### src/rtl/compm_mux_if.sv
// compm_mux_if: select/sample-hold/threshold bundle between the SAR/scan
// sequencer (master) and the comparator-input mux (slave).
interface compm_mux_if #(
    parameter int unsigned N = 18,
    parameter int unsigned W = 16
);
    logic [N-1:0]   dac_sel;
    logic           sh_rst;
    logic           sh_hold;
    logic [9:0]     dac_code;
    logic [N*W-1:0] v_ana_in;
    logic           comp_o;

    // Sequencer side: drives select, S/H control, threshold and channel codes.
    modport master (
        output dac_sel,
        output sh_rst,
        output sh_hold,
        output dac_code,
        output v_ana_in,
        input  comp_o
    );

    // Comparator-input mux side.
    modport slave (
        input  dac_sel,
        input  sh_rst,
        input  sh_hold,
        input  dac_code,
        input  v_ana_in,
        output comp_o
    );
endinterface

### src/rtl/compm_mux.sv
// compm_mux: comparator-input multiplexer with sample/hold and DAC threshold
// compare for the analog front-end model of the PD controller.
// Optional feature macro: COMPM_MUX_DEGLITCH_EN -- when defined, comp_o only
// changes after the raw compare has agreed on two consecutive edges.
module compm_mux #(
    parameter int unsigned N      = 18,
    parameter int unsigned W      = 16,
    parameter int unsigned LSB_MV = 2
) (
    input  logic        clk,
    input  logic        rst,
    compm_mux_if.slave  bus
);

    logic [W-1:0] w_sel_v;
    logic [W-1:0] w_dac_mv;
    logic         w_cmp_raw;
    logic [W-1:0] r_held_v;
    logic         r_comp_o;

    // Lowest-index selected channel wins; no select gives zero.
    always_comb begin
        w_sel_v = '0;
        for (int i = N - 1; i >= 0; i--) begin
            if (bus.dac_sel[i]) begin
                w_sel_v = bus.v_ana_in[i*W +: W];
            end
        end
    end

    // DAC threshold in mV and strict unsigned compare against the held sample.
    always_comb begin
        w_dac_mv  = W'(32'(bus.dac_code) * LSB_MV);
        w_cmp_raw = (r_held_v > w_dac_mv);
    end

    // Sample/hold: clear beats hold, otherwise track when not holding.
    always_ff @(posedge clk or posedge rst) begin
        if (rst) begin
            r_held_v <= '0;
        end else if (bus.sh_rst) begin
            r_held_v <= '0;
        end else if (!bus.sh_hold) begin
            r_held_v <= w_sel_v;
        end
    end

`ifdef COMPM_MUX_DEGLITCH_EN
    logic r_raw_q;

    // Output moves only once the raw compare has repeated on two edges.
    always_ff @(posedge clk or posedge rst) begin
        if (rst) begin
            r_raw_q  <= 1'b0;
            r_comp_o <= 1'b0;
        end else begin
            r_raw_q <= w_cmp_raw;
            if (w_cmp_raw == r_raw_q) begin
                r_comp_o <= w_cmp_raw;
            end
        end
    end
`else
    // Output follows the raw compare one edge later.
    always_ff @(posedge clk or posedge rst) begin
        if (rst) begin
            r_comp_o <= 1'b0;
        end else begin
            r_comp_o <= w_cmp_raw;
        end
    end
`endif

    assign bus.comp_o = r_comp_o;

endmodule

### src/flat_wrapper.sv
// flat-port wrapper written by rule: the top's interface ports become plain ports
module compm_mux_flat 
#(
    parameter int unsigned N      = 18,
    parameter int unsigned W      = 16,
    parameter int unsigned LSB_MV = 2
)
  (clk, rst, bus_dac_sel, bus_sh_rst, bus_sh_hold, bus_dac_code, bus_v_ana_in, bus_comp_o);
  compm_mux_if #(.N(N), .W(W)) bus_i ();
  input  logic clk;
  input  logic rst;
  input wire logic [$bits(bus_i.dac_sel)-1:0] bus_dac_sel;
  input wire logic [$bits(bus_i.sh_rst)-1:0] bus_sh_rst;
  input wire logic [$bits(bus_i.sh_hold)-1:0] bus_sh_hold;
  input wire logic [$bits(bus_i.dac_code)-1:0] bus_dac_code;
  input wire logic [$bits(bus_i.v_ana_in)-1:0] bus_v_ana_in;
  output wire logic [$bits(bus_i.comp_o)-1:0] bus_comp_o;
  assign bus_i.dac_sel = bus_dac_sel;
  assign bus_i.sh_rst = bus_sh_rst;
  assign bus_i.sh_hold = bus_sh_hold;
  assign bus_i.dac_code = bus_dac_code;
  assign bus_i.v_ana_in = bus_v_ana_in;
  assign bus_comp_o = bus_i.comp_o;
  compm_mux #(.N(N), .W(W), .LSB_MV(LSB_MV)) u_core (.clk(clk), .rst(rst), .bus(bus_i));
endmodule
### config.mk
export PLATFORM = sky130hd
export DESIGN_NAME = compm_mux_flat
export DESIGN_NICKNAME = d
export VERILOG_FILES = /design/src/rtl/compm_mux_if.sv /design/src/rtl/compm_mux.sv /design/src/flat_wrapper.sv
export SDC_FILE = /design/constraint.sdc
export NUM_CORES = 1
export LEC_CHECK = 0
export CORE_AREA = 2 2 126 128
export DETAILED_ROUTE_END_ITERATION = 8
export DIE_AREA = 0 0 128 130
export PLACE_DENSITY = 0.64
export SYNTH_ARGS = -nofsm -noshare
export SYNTH_HDL_FRONTEND = slang
export SYNTH_SLANG_ARGS = --single-unit
### constraint.sdc
create_clock -name clk -period 1.7 [get_ports clk]
set_input_delay 0.34 -clock clk [delete_from_list [all_inputs] [get_ports clk]]
set_output_delay 0.34 -clock clk [all_outputs]
set_load 0.01 [all_outputs]
==> results.sh, run 1 <==
export IMPL_syn_area_um2=3243
export IMPL_powerDensity_nw_per_um2=344.1
export IMPL_rsz0062_at_grt="yes"
export IMPL_synth_area_mux_share=0
export IMPL_finalNetCount=1159
export IMPL_clk_path_buf_depth=2
export IMPL_synth_top_flop_cell="dfrtp_1"
export IMPL_remaining_drc_errors=0
export IMPL_avgSynthCellArea_um2=6.989
export IMPL_die_y_um=130
export IMPL_worst_setup_path_end_kind="flop"
export IMPL_critPathTopFamily="compound AO/OA/AOI/OAI gates"
export IMPL_final_core_util=0.5118
export IMPL_slowest_stage="clkdlybuf4s50_1"
export IMPL_vias=5409
export IMPL_drt_iter0_drc=304
export IMPL_holdWs_ns=0.4237
export IMPL_cpPeakStageDelay_ns=0.40
export IMPL_drv_slew=0
export IMPL_grt_pass1_wl_um=30770
export IMPL_num_io_pins=321
export IMPL_yosys_area_share_simple=0.1169
export IMPL_cap_violations=0
export IMPL_setup_viol=0
export IMPL_postSynthCellCount=464
export IMPL_ys_ff_latch=17
export IMPL_dp_hpwl_um=17930
export IMPL_peakVddDrop_mv=0.2831
export IMPL_io_buffers=320
export IMPL_worstPathArrival_ns=1.79
export IMPL_core_um2=15420
export IMPL_via_per_inst=5.298
export IMPL_cp_max_fo=1
export IMPL_worst_pin_slew_ns=0.3599
export IMPL_gp_congestion=0.9751
export IMPL_numCtsBuffers=3
export IMPL_cts_clk_slew_worst_paths_ns=0.06
export IMPL_synth_compound_area_frac=0.5930
export IMPL_n_fill_cell=1495
export IMPL_grt_usage=0.2420
export IMPL_yosysSeqAreaShare=0.1312
export IMPL_wl_um=21470
export IMPL_grt_remaining_overflow=0
export IMPL_layout_setup_ws_ns=0.02473
export IMPL_antenna_found_initial=2
export IMPL_fmax_ghz=0.5969
export IMPL_clkLatencyLatePin_ns=0.25
export IMPL_cp_cell_sequence="clkdlybuf4s50_1, or3b_4, o21ai_1, o21ai_2, a311oi_2, o32ai_1"
export IMPL_crit_buf_inv=1
export IMPL_rows=46
export IMPL_clock_sinks=17
export IMPL_fin_worst_skew_ns=0.002870
export IMPL_die_area_um2=16640
export IMPL_status="completed"
export IMPL_hold_viol_final=0
export IMPL_ys_types=41
export IMPL_synth_edff_count=0
export IMPL_synth_top_family_by_area="compound AO/OA/AOI/OAI gates"
export IMPL_relSlewSlack=0.7600
export IMPL_syn_nets=794
export IMPL_cts_root_buffer="clkbuf_16"
export IMPL_drive_gt1_frac=0.2150
export IMPL_seqCellArea_um2=425.4
export IMPL_dp_slack_ns=-1.063
export IMPL_die_x_um=128
export IMPL_cts_tree="built"
export IMPL_period_share=0.9855
export IMPL_yosysWarnings=0
export IMPL_required_ns=1.82
export IMPL_firstDrtPassIters=5
export IMPL_total_power_mw=2.716
export IMPL_layout_min_cycle_time_ns=1.675
export IMPL_antenna_left=0
export IMPL_startpoint_type="input port"
export IMPL_start_util=0.2103
export IMPL_wl_per_cell_um=21.03
export IMPL_leakage_nw=3.141
export IMPL_synth_adder_area_share=0.03858
export IMPL_synth_async_reset_ratio=1.000
export IMPL_cts_htree_levels=1
export IMPL_grt_pass1_vias=5513
export IMPL_synth_xor_area_share=0
export IMPL_fin_setup_tns_ns=0
export IMPL_multi_input_area_um2=2945
export IMPL_crit_type="in2reg"
export IMPL_min_path_type="in2async"
export IMPL_grt_max_degree=33
export IMPL_area_growth_syn_to_layout_pct=143.4
## routing by layer
metal,vias up,global-route usage,wire length [um]
li1,2606,-,-
met4,2,0.07046,549
met3,34,0.05125,1579
met2,256,0.4291,10510
met5,-,0,16
met1,2511,0.2961,8811
## placed cells by master, fill, tap and decap left out, types with 7 or more instances in the layout
cell             netlist  final
buf_12                 0     11
o221ai_1              15     11
clkdlybuf4s50_1        0    300
ha_1                  10      7
buf_6                  2     12
o22ai_1               58     53
a311oi_1              15      7
nand2_1               35     34
buf_4                  0     63
o31ai_1               16     14
inv_1                 47     45
dfrtp_1               17     17
a221oi_2               9     34
o21ai_0               38     25
a21oi_1               18     18
o21ai_1                0     11
dlygate4sd2_1          0     10
a221oi_1              40      9
a311oi_2               0      8
a22oi_1               28     27
nor2_1                19     19
a21o_1                15     15
## cell type report
type	count	area share
antenna	1	0.0003170
timing repair buffer	407	0.5095
sequential	17	0.05388
clock buffer	4	0.009984
multi-input combinational	352	0.3731
inverter	48	0.02282
tap	192	0.03043
## cell usage after synthesis (15+ instances only)
master     n  share of area
o21ai_0   38          0.059
a311oi_1  15          0.041
clkbuf_1  35          0.041
a21oi_1   18          0.028
a22oi_1   28          0.065
a21o_1    15          0.035
dfrtp_1   17           0.13
o31ai_1   16          0.037
nand2_1   35          0.041
o221ai_1  15          0.041
a221oi_1  40           0.11
nor2_1    19          0.022
inv_1     47          0.054
o22ai_1   58           0.11
## what timing repair did
| item | CTS | global route |
|---|---|---|
| setup endpoints to repair | 17 | 17 |
| pin swaps | 24 | 25 |
| hold buffers | 0 | 0 |
| cloned | 2 | 0 |
| gates resized for setup | 94 | 50 |
| buffers inserted | 7 | 0 |
## worst min-delay path, stage by stage
cell,delay [ns]
clkdlybuf4s50_1,0.40
inv_1,0.05
buf_4,0.25
## final timing paths
check / startpoint / endpoint / slack [ns] / depth (start not counted)
min in group clk: u_core.r_held_v[14]$_DFFE_PP0P_ / u_core.bus.comp_o$_DFF_PP0_ / 0.51 / 2
worst max register to register: u_core.r_held_v[8]$_DFFE_PP0P_ / u_core.bus.comp_o$_DFF_PP0_ / 0.15 / 6
worst max-delay path: bus_v_ana_in[206] / u_core.r_held_v[14]$_DFFE_PP0P_ / 0.02 / 6
worst min-delay path: rst / u_core.bus.comp_o$_DFF_PP0_ / 0.42 / 3
max in group asynchronous: rst / u_core.r_held_v[14]$_DFFE_PP0P_ / 1.07 / 3
worst min register to register: u_core.r_held_v[14]$_DFFE_PP0P_ / u_core.bus.comp_o$_DFF_PP0_ / 0.51 / 2
## per-stage QoR
| step | instances | instance area (um^2) |
|---|---|---|
| 2_1_floorplan | 464 | 3243 |
| 3_3_place_gp | 1009 | 7182 |
| 3_5_place_dp | 1009 | 7182 |
| 4_1_cts | 1020 | 7672 |
| 5_1_grt | 1021 | 7895 |
| 6_report | 1021 | 7895 |
## sequential cells by signal, indices dropped and copies added, names as in the netlist
register	flops
u_core.bus.comp_o	1
u_core.r_held_v	16
## where the power goes
| group | leakage, nW | switching [mW] | internal [mW] |
|---|---|---|---|
| combinational | 2.88 | 0.702 | 1.06 |
| sequential | 0.222 | 0.0275 | 0.441 |
| clock | 0.0382 | 0.167 | 0.319 |
| total | 3.14 | 0.896 | 1.82 |
## cells by family (layout without fill, tap and decap cells)
group	count (synthesis)	count (layout)
buffers and inverters	95	459
AOI/OAI and AO/OA	262	262
other	0	1
DFF	17	17
and+or+nand+nor	80	80
adders and majority gates	10	10
Note: power is estimated with default switching activity, not from simulation.
==> run 2, diff against run 1 <==
--- a/config.mk
+++ b/config.mk
@@ -6,8 +6,10 @@
 export NUM_CORES = 1
 export LEC_CHECK = 0
 export CORE_AREA = 2 2 126 128
+export CTS_CLUSTER_DIAMETER = 80
 export DETAILED_ROUTE_END_ITERATION = 8
 export DIE_AREA = 0 0 128 130
+export GPL_ROUTABILITY_DRIVEN = 0
 export PLACE_DENSITY = 0.64
 export SYNTH_ARGS = -nofsm -noshare
 export SYNTH_HDL_FRONTEND = slang
==> results.sh, run 2 (same netlist as run 1, synthesis figures left out) <==
export IMPL_drv_slew=0
export IMPL_cts_root_buffer="clkbuf_16"
export IMPL_relSlewSlack=0.7478
export IMPL_antenna_found_initial=1
export IMPL_fin_worst_skew_ns=0.003695
export IMPL_worst_setup_path_end_kind="flop"
export IMPL_clkLatencyLatePin_ns=0.25
export IMPL_start_util=0.2103
export IMPL_drt_iter0_drc=349
export IMPL_cts_tree="built"
export IMPL_hold_viol_final=0
export IMPL_cts_clk_slew_worst_paths_ns=0.06
export IMPL_drive_gt1_frac=0.2140
export IMPL_vias=5458
export IMPL_wl_um=22060
export IMPL_clk_path_buf_depth=2
export IMPL_final_cell_mix="clkdlybuf4s50_1 (298), buf_4 (61), o22ai_1 (49)"
export IMPL_final_core_util=0.5125
export IMPL_crit_type="in2reg"
export IMPL_fmax_ghz=0.6018
export IMPL_startpoint_type="input port"
export IMPL_min_path_type="in2async"
export IMPL_worstPathArrival_ns=1.78
export IMPL_period_share=0.9774
export IMPL_cp_cell_sequence="clkdlybuf4s50_1, or3b_4, o21ai_1, o21ai_1, a311oi_2, o32ai_1"
export IMPL_hold_buffers=0
export IMPL_grt_max_degree=33
export IMPL_area_growth_syn_to_layout_pct=143.7
export IMPL_cp_common_cell="o21ai_1"
export IMPL_via_per_inst=5.351
export IMPL_crit_buf_inv=1
export IMPL_io_buffers=320
export IMPL_core_um2=15420
export IMPL_largest_reg_flops=16
export IMPL_cap_violations=0
export IMPL_cts_htree_levels=1
export IMPL_final_cells=1020
export IMPL_grt_remaining_overflow=0
export IMPL_numCtsBuffers=3
export IMPL_grt_pass1_vias=5513
export IMPL_required_ns=1.82
export IMPL_leakage_nw=3.175
export IMPL_placedCellCount=1007
export IMPL_layout_min_cycle_time_ns=1.662
export IMPL_rsz0062_at_grt="yes"
export IMPL_worst_pin_slew_ns=0.3782
export IMPL_die_area_um2=16640
export IMPL_die_x_um=128
export IMPL_peakVddDrop_mv=0.2650
export IMPL_clock_sinks=17
export IMPL_num_io_pins=321
export IMPL_die_y_um=130
export IMPL_holdWs_ns=0.4258
export IMPL_status="completed"
export IMPL_dp_hpwl_um=17950
export IMPL_grt_usage=0.2434
export IMPL_setup_viol=0
export IMPL_cpPeakStageDelay_ns=0.40
export IMPL_top_register="u_core.r_held_v"
export IMPL_fin_setup_tns_ns=0
export IMPL_remaining_drc_errors=0
export IMPL_antenna_left=0
export IMPL_finalNetCount=1158
export IMPL_powerDensity_nw_per_um2=347.8
export IMPL_slowest_stage="clkdlybuf4s50_1"
export IMPL_wl_per_cell_um=21.63
export IMPL_grt_pass1_wl_um=30910
export IMPL_firstDrtPassIters=5
export IMPL_cp_max_fo=1
export IMPL_total_power_mw=2.749
export IMPL_critPathTopFamily="compound AO/OA/AOI/OAI gates"
export IMPL_final_common_cell="clkdlybuf4s50_1"
export IMPL_rows=46
## run 2: where the power goes
part	switching, mW	internal, mW	leakage (nW)	total (mW)
registers	0.0298	0.441	0.222	0.470
clock network	0.182	0.316	0.0409	0.497
logic	0.710	1.07	2.91	1.78
total	0.921	1.83	3.17	2.75
## run 2: path summary, 6_finish.rpt
kind                                                 start                         endpoint  slack, ns  cells after the start
hold / removal                                         rst      u_core.bus.comp_o$_DFF_PP0_       0.43                      3
setup / recovery                         bus_v_ana_in[206]  u_core.r_held_v[14]$_DFFE_PP0P_       0.04                      6
setup reg to reg            u_core.r_held_v[8]$_DFFE_PP0P_      u_core.bus.comp_o$_DFF_PP0_       0.14                      6
hold reg to reg            u_core.r_held_v[14]$_DFFE_PP0P_      u_core.bus.comp_o$_DFF_PP0_       0.54                      2
max in group asynchronous                              rst  u_core.r_held_v[14]$_DFFE_PP0P_       1.06                      3
min in group clk           u_core.r_held_v[14]$_DFFE_PP0P_      u_core.bus.comp_o$_DFF_PP0_       0.54                      2
## run 2: cell type report
cell class                      count  area (um^2)
Fill cell                        1491         7520
Antenna cell                        1        2.502
Multi-Input combinational cell    353         2945
Inverter                           48        182.7
Clock inverter                      1        5.005
Clock buffer                        3        75.07
Sequential cell                    17        425.4
Tap cell                          192        240.2
Timing Repair Buffer              405         4029
## run 2: routing by layer
metal  wire (um)  global-route usage  part of all wire  up-vias
met2       10920              0.4357              0.50      267
li1            -                   -                 -     2609
met1        8828              0.2907              0.40     2535
met4         682             0.08080             0.031        2
met3        1607             0.05166             0.073       45
met5          16                   0           0.00073        -
## run 2: repair_timing
| item | CTS | global route |
|---|---|---|
| gates resized for setup | 88 | 65 |
| pin swaps | 21 | 30 |
| endpoints found under the setup margin | 17 | 17 |
| cloned | 2 | 3 |
| setup buffers | 2 | 4 |
## run 2: stage by stage
stage	setup slack (ns)	instance area [um^2]
floorplan	0.002476	3243
finish	0.03843	7905
global placement	-0.9301	7154
detailed placement	-0.9792	7154
CTS	0.0001102	7562
global route	-0.01849	7903
## run 2: worst register-to-register path, cell delays in order, from the launching register on
cell and delay [ns]:
dfrtp_1 0.43, ha_4 0.29, a21o_1 0.13, a211oi_2 0.06, buf_4 0.13, a221o_1 0.30
o21ai_1 0.15
